**src/rtl/uart_rx.sv**
```systemverilog
// ---------------------------------------------------------------------------
// uart_rx
//   8N1 UART receiver. Synchronises the asynchronous serial line, validates
//   the start bit at mid-bit, samples each data bit at mid-bit (LSB first) and
//   checks the stop bit. A good frame updates rx_data with a one-cycle
//   rx_valid strobe; a low stop bit gives a one-cycle frame_err strobe and
//   the receiver then waits for the line to return high before re-arming.
//
// Ports
//   clk        system clock, rising edge
//   rst        synchronous, active-high reset
//   rx_in      asynchronous serial input, idle high
//   rx_data    last correctly received word, held until the next good frame
//   rx_valid   one-cycle pulse: rx_data updated this cycle
//   frame_err  one-cycle pulse: stop bit sampled low
//   busy       high whenever the receiver is not idle
// ---------------------------------------------------------------------------
module uart_rx #(
    parameter int CLKS_PER_BIT = 868,
    parameter int DATA_BITS    = 8
) (
    input  logic                 clk,
    input  logic                 rst,
    input  logic                 rx_in,
    output logic [DATA_BITS-1:0] rx_data,
    output logic                 rx_valid,
    output logic                 frame_err,
    output logic                 busy
);

    localparam int HALF = CLKS_PER_BIT / 2;
    localparam int CW   = $clog2(CLKS_PER_BIT);
    localparam int BW   = (DATA_BITS > 1) ? $clog2(DATA_BITS) : 1;

    localparam logic [CW-1:0] CNT_LAST = CW'(CLKS_PER_BIT - 1);
    localparam logic [CW-1:0] CNT_HALF = CW'(HALF - 1);
    localparam logic [BW-1:0] BIT_LAST = BW'(DATA_BITS - 1);

    typedef enum logic [2:0] {
        IDLE,
        START,
        DATA,
        STOP,
        WAIT_HIGH
    } state_t;

    state_t               state, state_nxt;
    logic                 s1, rx_s;
    logic [CW-1:0]        cnt, cnt_nxt;
    logic [BW-1:0]        bit_idx, bit_idx_nxt;
    logic [DATA_BITS-1:0] shreg, shreg_nxt;
    logic [DATA_BITS-1:0] rx_data_nxt;
    logic                 rx_valid_nxt;
    logic                 frame_err_nxt;

    // Two-flop synchroniser; both flops reset to the idle (high) level so a
    // reset never looks like a falling edge.
    always_ff @(posedge clk) begin
        if (rst) begin
            s1   <= 1'b1;
            rx_s <= 1'b1;
        end else begin
            s1   <= rx_in;
            rx_s <= s1;
        end
    end

    always_ff @(posedge clk) begin
        if (rst) begin
            state     <= IDLE;
            cnt       <= '0;
            bit_idx   <= '0;
            shreg     <= '0;
            rx_data   <= '0;
            rx_valid  <= 1'b0;
            frame_err <= 1'b0;
        end else begin
            state     <= state_nxt;
            cnt       <= cnt_nxt;
            bit_idx   <= bit_idx_nxt;
            shreg     <= shreg_nxt;
            rx_data   <= rx_data_nxt;
            rx_valid  <= rx_valid_nxt;
            frame_err <= frame_err_nxt;
        end
    end

    always_comb begin
        state_nxt     = state;
        cnt_nxt       = cnt;
        bit_idx_nxt   = bit_idx;
        shreg_nxt     = shreg;
        rx_data_nxt   = rx_data;
        rx_valid_nxt  = 1'b0;
        frame_err_nxt = 1'b0;

        unique case (state)
            IDLE: begin
                if (!rx_s) begin
                    state_nxt = START;
                    cnt_nxt   = '0;
                end
            end

            START: begin
                // A low pulse shorter than half a bit is a glitch, not a start.
                if (cnt == CNT_HALF) begin
                    if (!rx_s) begin
                        state_nxt   = DATA;
                        cnt_nxt     = '0;
                        bit_idx_nxt = '0;
                    end else begin
                        state_nxt = IDLE;
                    end
                end else begin
                    cnt_nxt = cnt + CW'(1);
                end
            end

            DATA: begin
                if (cnt == CNT_LAST) begin
                    cnt_nxt = '0;
                    // Shift in at the MSB so the first (LSB) bit lands in bit 0.
                    shreg_nxt = (shreg >> 1) |
                                (DATA_BITS'(rx_s) << (DATA_BITS - 1));
                    if (bit_idx == BIT_LAST) begin
                        state_nxt = STOP;
                    end else begin
                        bit_idx_nxt = bit_idx + BW'(1);
                    end
                end else begin
                    cnt_nxt = cnt + CW'(1);
                end
            end

            STOP: begin
                // Leaving at mid-stop-bit gives half a bit to catch the next
                // start edge of a back-to-back frame.
                if (cnt == CNT_LAST) begin
                    cnt_nxt = '0;
                    if (rx_s) begin
                        rx_data_nxt  = shreg;
                        rx_valid_nxt = 1'b1;
                        state_nxt    = IDLE;
                    end else begin
                        frame_err_nxt = 1'b1;
                        state_nxt     = WAIT_HIGH;
                    end
                end else begin
                    cnt_nxt = cnt + CW'(1);
                end
            end

            WAIT_HIGH: begin
                // Break / stuck-low line: re-arm only after seeing it high.
                if (rx_s) begin
                    state_nxt = IDLE;
                end
            end

            default: begin
                state_nxt = IDLE;
            end
        endcase
    end

    assign busy = (state != IDLE);

endmodule

```
**config.mk**
```make
export PLATFORM = sky130hd
export DESIGN_NAME = uart_rx
export DESIGN_NICKNAME = d
export VERILOG_FILES = /design/src/rtl/uart_rx.sv
export SDC_FILE = /design/constraint.sdc
export NUM_CORES = 1
export LEC_CHECK = 0
export CAP_MARGIN = 30
export CORE_UTILIZATION = 25
export CTS_BUF_LIST = sky130_fd_sc_hd__clkbuf_16
export CTS_CLUSTER_DIAMETER = 200
export DETAILED_ROUTE_END_ITERATION = 12
export PLACE_DENSITY = 0.38
export SLEW_MARGIN = 20
export SYNTH_ARGS = -nofsm -noshare
export SYNTH_HDL_FRONTEND = slang
export SYNTH_SLANG_ARGS = --single-unit
export TNS_END_PERCENT = 100
```
**constraint.sdc**
```tcl
create_clock -name clk -period 2.7 [get_ports clk]
set_clock_uncertainty 0.1 [all_clocks]
set_input_delay 0.81 -clock clk [delete_from_list [all_inputs] [get_ports clk]]
set_output_delay 0.81 -clock clk [all_outputs]
set_load 0.02 [all_outputs]
```
==> PnR_summary.wiki <==
{| class="wikitable"
! Metric !! Value
|-
| IO Count || 14
|-
| Minimum period implied by the final worst setup slack || 2.56 ns
|-
| Worst Path Class, Setup || reg2out
|-
| Outcome || complete, no violations
|-
| Slowest cell on crit path || sky130_fd_sc_hd__clkdlybuf4s50_1
|-
| Fraction of layout cells with a size suffix above 1 || 10.2%
|-
| Distinct cells, synth || 48
|-
| Clk_lat worst skew || 0.28 ns
|-
| Number of nets in the layout || 222
|-
| Detailed Place HPWL || 3200 um
|-
| Register area share after synthesis || 38.4%
|-
| Required time of the critical path || 1.79 ns
|-
| Cell Chain, Critical Path || inv_1, nand2_1, clkdlybuf4s50_1
|-
| Root buffer cell || sky130_fd_sc_hd__clkbuf_16
|-
| Worst min-delay path class || reg2reg
|-
| Highest-count cells in the layout ignoring fill and taps || sky130_fd_sc_hd__dfxtp_1 (36), sky130_fd_sc_hd__nand2b_1 (19), sky130_fd_sc_hd__mux2i_1 (16)
|-
| Clock buffers created by TritonCTS || 5
|-
| Total of hold buffers inserted after clock tree synthesis || 0
|-
| Max frequency || 391 MHz
|-
| Category of the worst setup path capture point || output pin
|-
| Relative contribution of combinational cells to total power || 4.4%
|-
| Worst path arrival time || 1.65 ns
|-
| Yosys reg bits || 36
|-
| DRT Pass-1 Iters || 4
|-
| Average routed wire per standard cell || 14.5 um
|-
| Gates resized, CTS repair || 0
|-
| Number of cells produced by synthesis || 206
|-
| Number of cells traversed by the worst register-to-register path || 5
|-
| Starting utilization of the core area || 25.9%
|-
| Switch share || 22.5%
|-
| Detailed-route via count || 1536
|-
| Total number of cells along the worst setup path || 3
|-
| Final core occ || 30.5%
|-
| Global-route congestion overflow total || 0
|-
| Max-slew violation count || 0
|-
| Buffers inserted during post-CTS setup optimization || 0
|-
| Total length of routed wires || 4560 um
|-
| Top delay family on crit path || buffers and inverters
|-
| Maximum cell stage delay along the critical path || 0.60 ns
|-
| Clock Sinks || 36
|-
| Cell area after synthesis || 0.00188 mm2
|-
| CTS Buffer Depth || 2
|-
| Worst VDD drop || 0.221 mV
|-
| Power Density || 523 mW/mm2
|-
| Number of flops mapped to enable cells by yosys || 0
|-
| Number of antenna violations at the first check in global routing || 0
|-
| H-tree levels || 2
|-
| Area delta synth->final || 18.0%
|-
| Max_cap viols || 0
|-
| Final setup violation count || 0
|-
| Count of input and output buffers || 13
|-
| Share of synthesized registers carrying an async set or reset || 0%
|-
| Die Y-Extent || 88.6 um
|-
| Max-slew headroom at the worst pin || 54.9%
|-
| Overall die area || 0.00785 mm2
|-
| Total internal power || 897 uW
|-
| Largest net degree at the start of global routing || 31
|-
| Top_reg_cell synth || sky130_fd_sc_hd__dfxtp_1
|-
| Leakage Power || 0.000745 uW
|-
| Number of DRC markers in iteration 0 || 97
|-
| Routability congestion estimate from global placement || 0.779
|-
| Relative contribution of the clock network to total power || 49.0%
|-
| Antenna cell count || 0
|-
| Number of standard-cell rows in the floorplan || 31
|-
| Number of vias per cell after detailed routing || 4.88
|-
| Clock-pin slew of the registers on the worst-case setup and hold paths || 0.05 ns
|-
| Post-route DRC || 0
|-
| Post-route ant nets || 0
|-
| Instance count along the most critical hold path || 1
|-
| Setup repair after global routing missed its margin || no
|-
| Sort of element at the start of the critical path || flop
|-
| Power spent charging and discharging nets || 260 uW
|-
| Worst Path Max Fanout || 10
|-
| GRT Overall Usage || 12.7%
|-
| Commonest non-fill, non-tap cell in the layout || sky130_fd_sc_hd__dfxtp_1
|-
| Via count of the first global-routing pass || 1391
|-
| Slew of the pin with the lowest slew margin || 0.674 ns
|-
| Placeable core region || 0.00725 mm2
|-
| Wire length of the first global-routing pass || 7490 um
|-
| Final setup TNS || 0 ns
|-
| Buffer and inverter count on the worst path || 2
|-
| Mean cell area of the mapped netlist || 9.10 um2
|-
| Clock tree from TritonCTS || built
|-
| Yosys warnings || 0
|-
| Synthesized netlist net count || 213
|-
| Count of final hold-check violations || 0
|-
| Sequential share of power || 46.6%
|-
| Die Span X || 88.6 um
|-
| Final Cycle Share || 94.7%
|}
## sequential cells by signal (all words and copies together) (netlist names)
name	count
bit_idx	3
cnt	10
frame_err	1
rx_data	8
rx_s	1
rx_valid	1
s1	1
shreg	8
state	3
## through the flow
stage	cells	total power, uW	cell area, um2	hold slack (ns)	worst slack (ns)
global placement	307	603	2070	0.310	0.300
finish	315	1160	2210	0.318	0.143
floorplan	206	585	1880	0.289	0.823
detailed placement	307	602	2070	0.299	0.308
global route	315	1210	2210	0.333	0.0381
CTS	315	1180	2210	0.313	0.125
## power by group through the flow
stage                     Clock [uW]  Sequential, uW  Combinational, uW
after floorplan                    0             548               36.7
after global placement             0             550               52.6
after detailed placement           0             550               51.1
after CTS                        586             539               51.6
after global routing             610             539               57.2
final                            567             539               51.3
## metal layers
layer	vias to the layer above	track usage, %	part of all wire, %
met5	-	0	0
met4	0	3.08	0.90
met3	5	2.89	2.4
met2	21	19.2	42
met1	739	18.2	55
li1	771	-	-
## logic make-up after synthesis
group,synth area share [%]
flip-flops,38.4
AND/OR/NAND/NOR,32.8
adder cells (fa/ha/maj),2.67
multiplexers,8.54
buffers and inverters,6.40
AO/OA/AOI/OAI,11.1
## cell usage after synthesis (2+ instances only)
library cell | count | area share [%]
sky130_fd_sc_hd__and4b_1 | 2 | 1.1
sky130_fd_sc_hd__dfxtp_1 | 36 | 38
sky130_fd_sc_hd__nand2_1 | 9 | 1.8
sky130_fd_sc_hd__a21oi_1 | 6 | 1.6
sky130_fd_sc_hd__a211oi_1 | 2 | 0.80
sky130_fd_sc_hd__clkbuf_1 | 7 | 1.4
sky130_fd_sc_hd__mux2i_1 | 16 | 8.5
sky130_fd_sc_hd__ha_1 | 4 | 2.7
sky130_fd_sc_hd__or3_1 | 2 | 0.67
sky130_fd_sc_hd__nor4b_1 | 5 | 2.3
sky130_fd_sc_hd__nand3_1 | 10 | 2.7
sky130_fd_sc_hd__a41oi_1 | 2 | 0.93
sky130_fd_sc_hd__buf_2 | 5 | 1.3
sky130_fd_sc_hd__and3_1 | 4 | 1.3
sky130_fd_sc_hd__o21ba_2 | 2 | 1.1
sky130_fd_sc_hd__o21ai_0 | 4 | 1.1
sky130_fd_sc_hd__a211o_1 | 4 | 1.9
sky130_fd_sc_hd__nor2_1 | 13 | 2.6
sky130_fd_sc_hd__inv_1 | 6 | 1.2
sky130_fd_sc_hd__and4_1 | 3 | 1.4
sky130_fd_sc_hd__buf_4 | 2 | 0.80
sky130_fd_sc_hd__or2_2 | 3 | 1.0
sky130_fd_sc_hd__nand2b_1 | 19 | 6.3
sky130_fd_sc_hd__nor4_1 | 5 | 1.7
sky130_fd_sc_hd__nand4_1 | 6 | 2.0
sky130_fd_sc_hd__and3b_1 | 3 | 1.4
sky130_fd_sc_hd__nor3_1 | 5 | 1.3
## area by class of cell
type / count / area (um2)
flip-flops and latches: 36 / 721
inverters: 6 / 22.5
clock inverters: 3 / 18.8
fillers: 769 / 5040
repair buffers: 18 / 168
well taps: 99 / 124
multi-input cells: 148 / 1030
clock buffers: 5 / 125
## final timing paths
| kind | slack, ns | endpoint | from |
|---|---|---|---|
| max reg2reg | 0.59 | rx_data[5]$_SDFFE_PP0P_ | cnt[0]$_SDFFE_PP0P_ |
| max | 0.14 | busy | state[2]$_SDFFE_PP0P_ |
| min reg2reg | 0.32 | rx_s$_SDFF_PP1_ | s1$_SDFF_PP1_ |
| min | 0.32 | rx_s$_SDFF_PP1_ | s1$_SDFF_PP1_ |
Note: power is estimated with default switching activity, not from simulation.
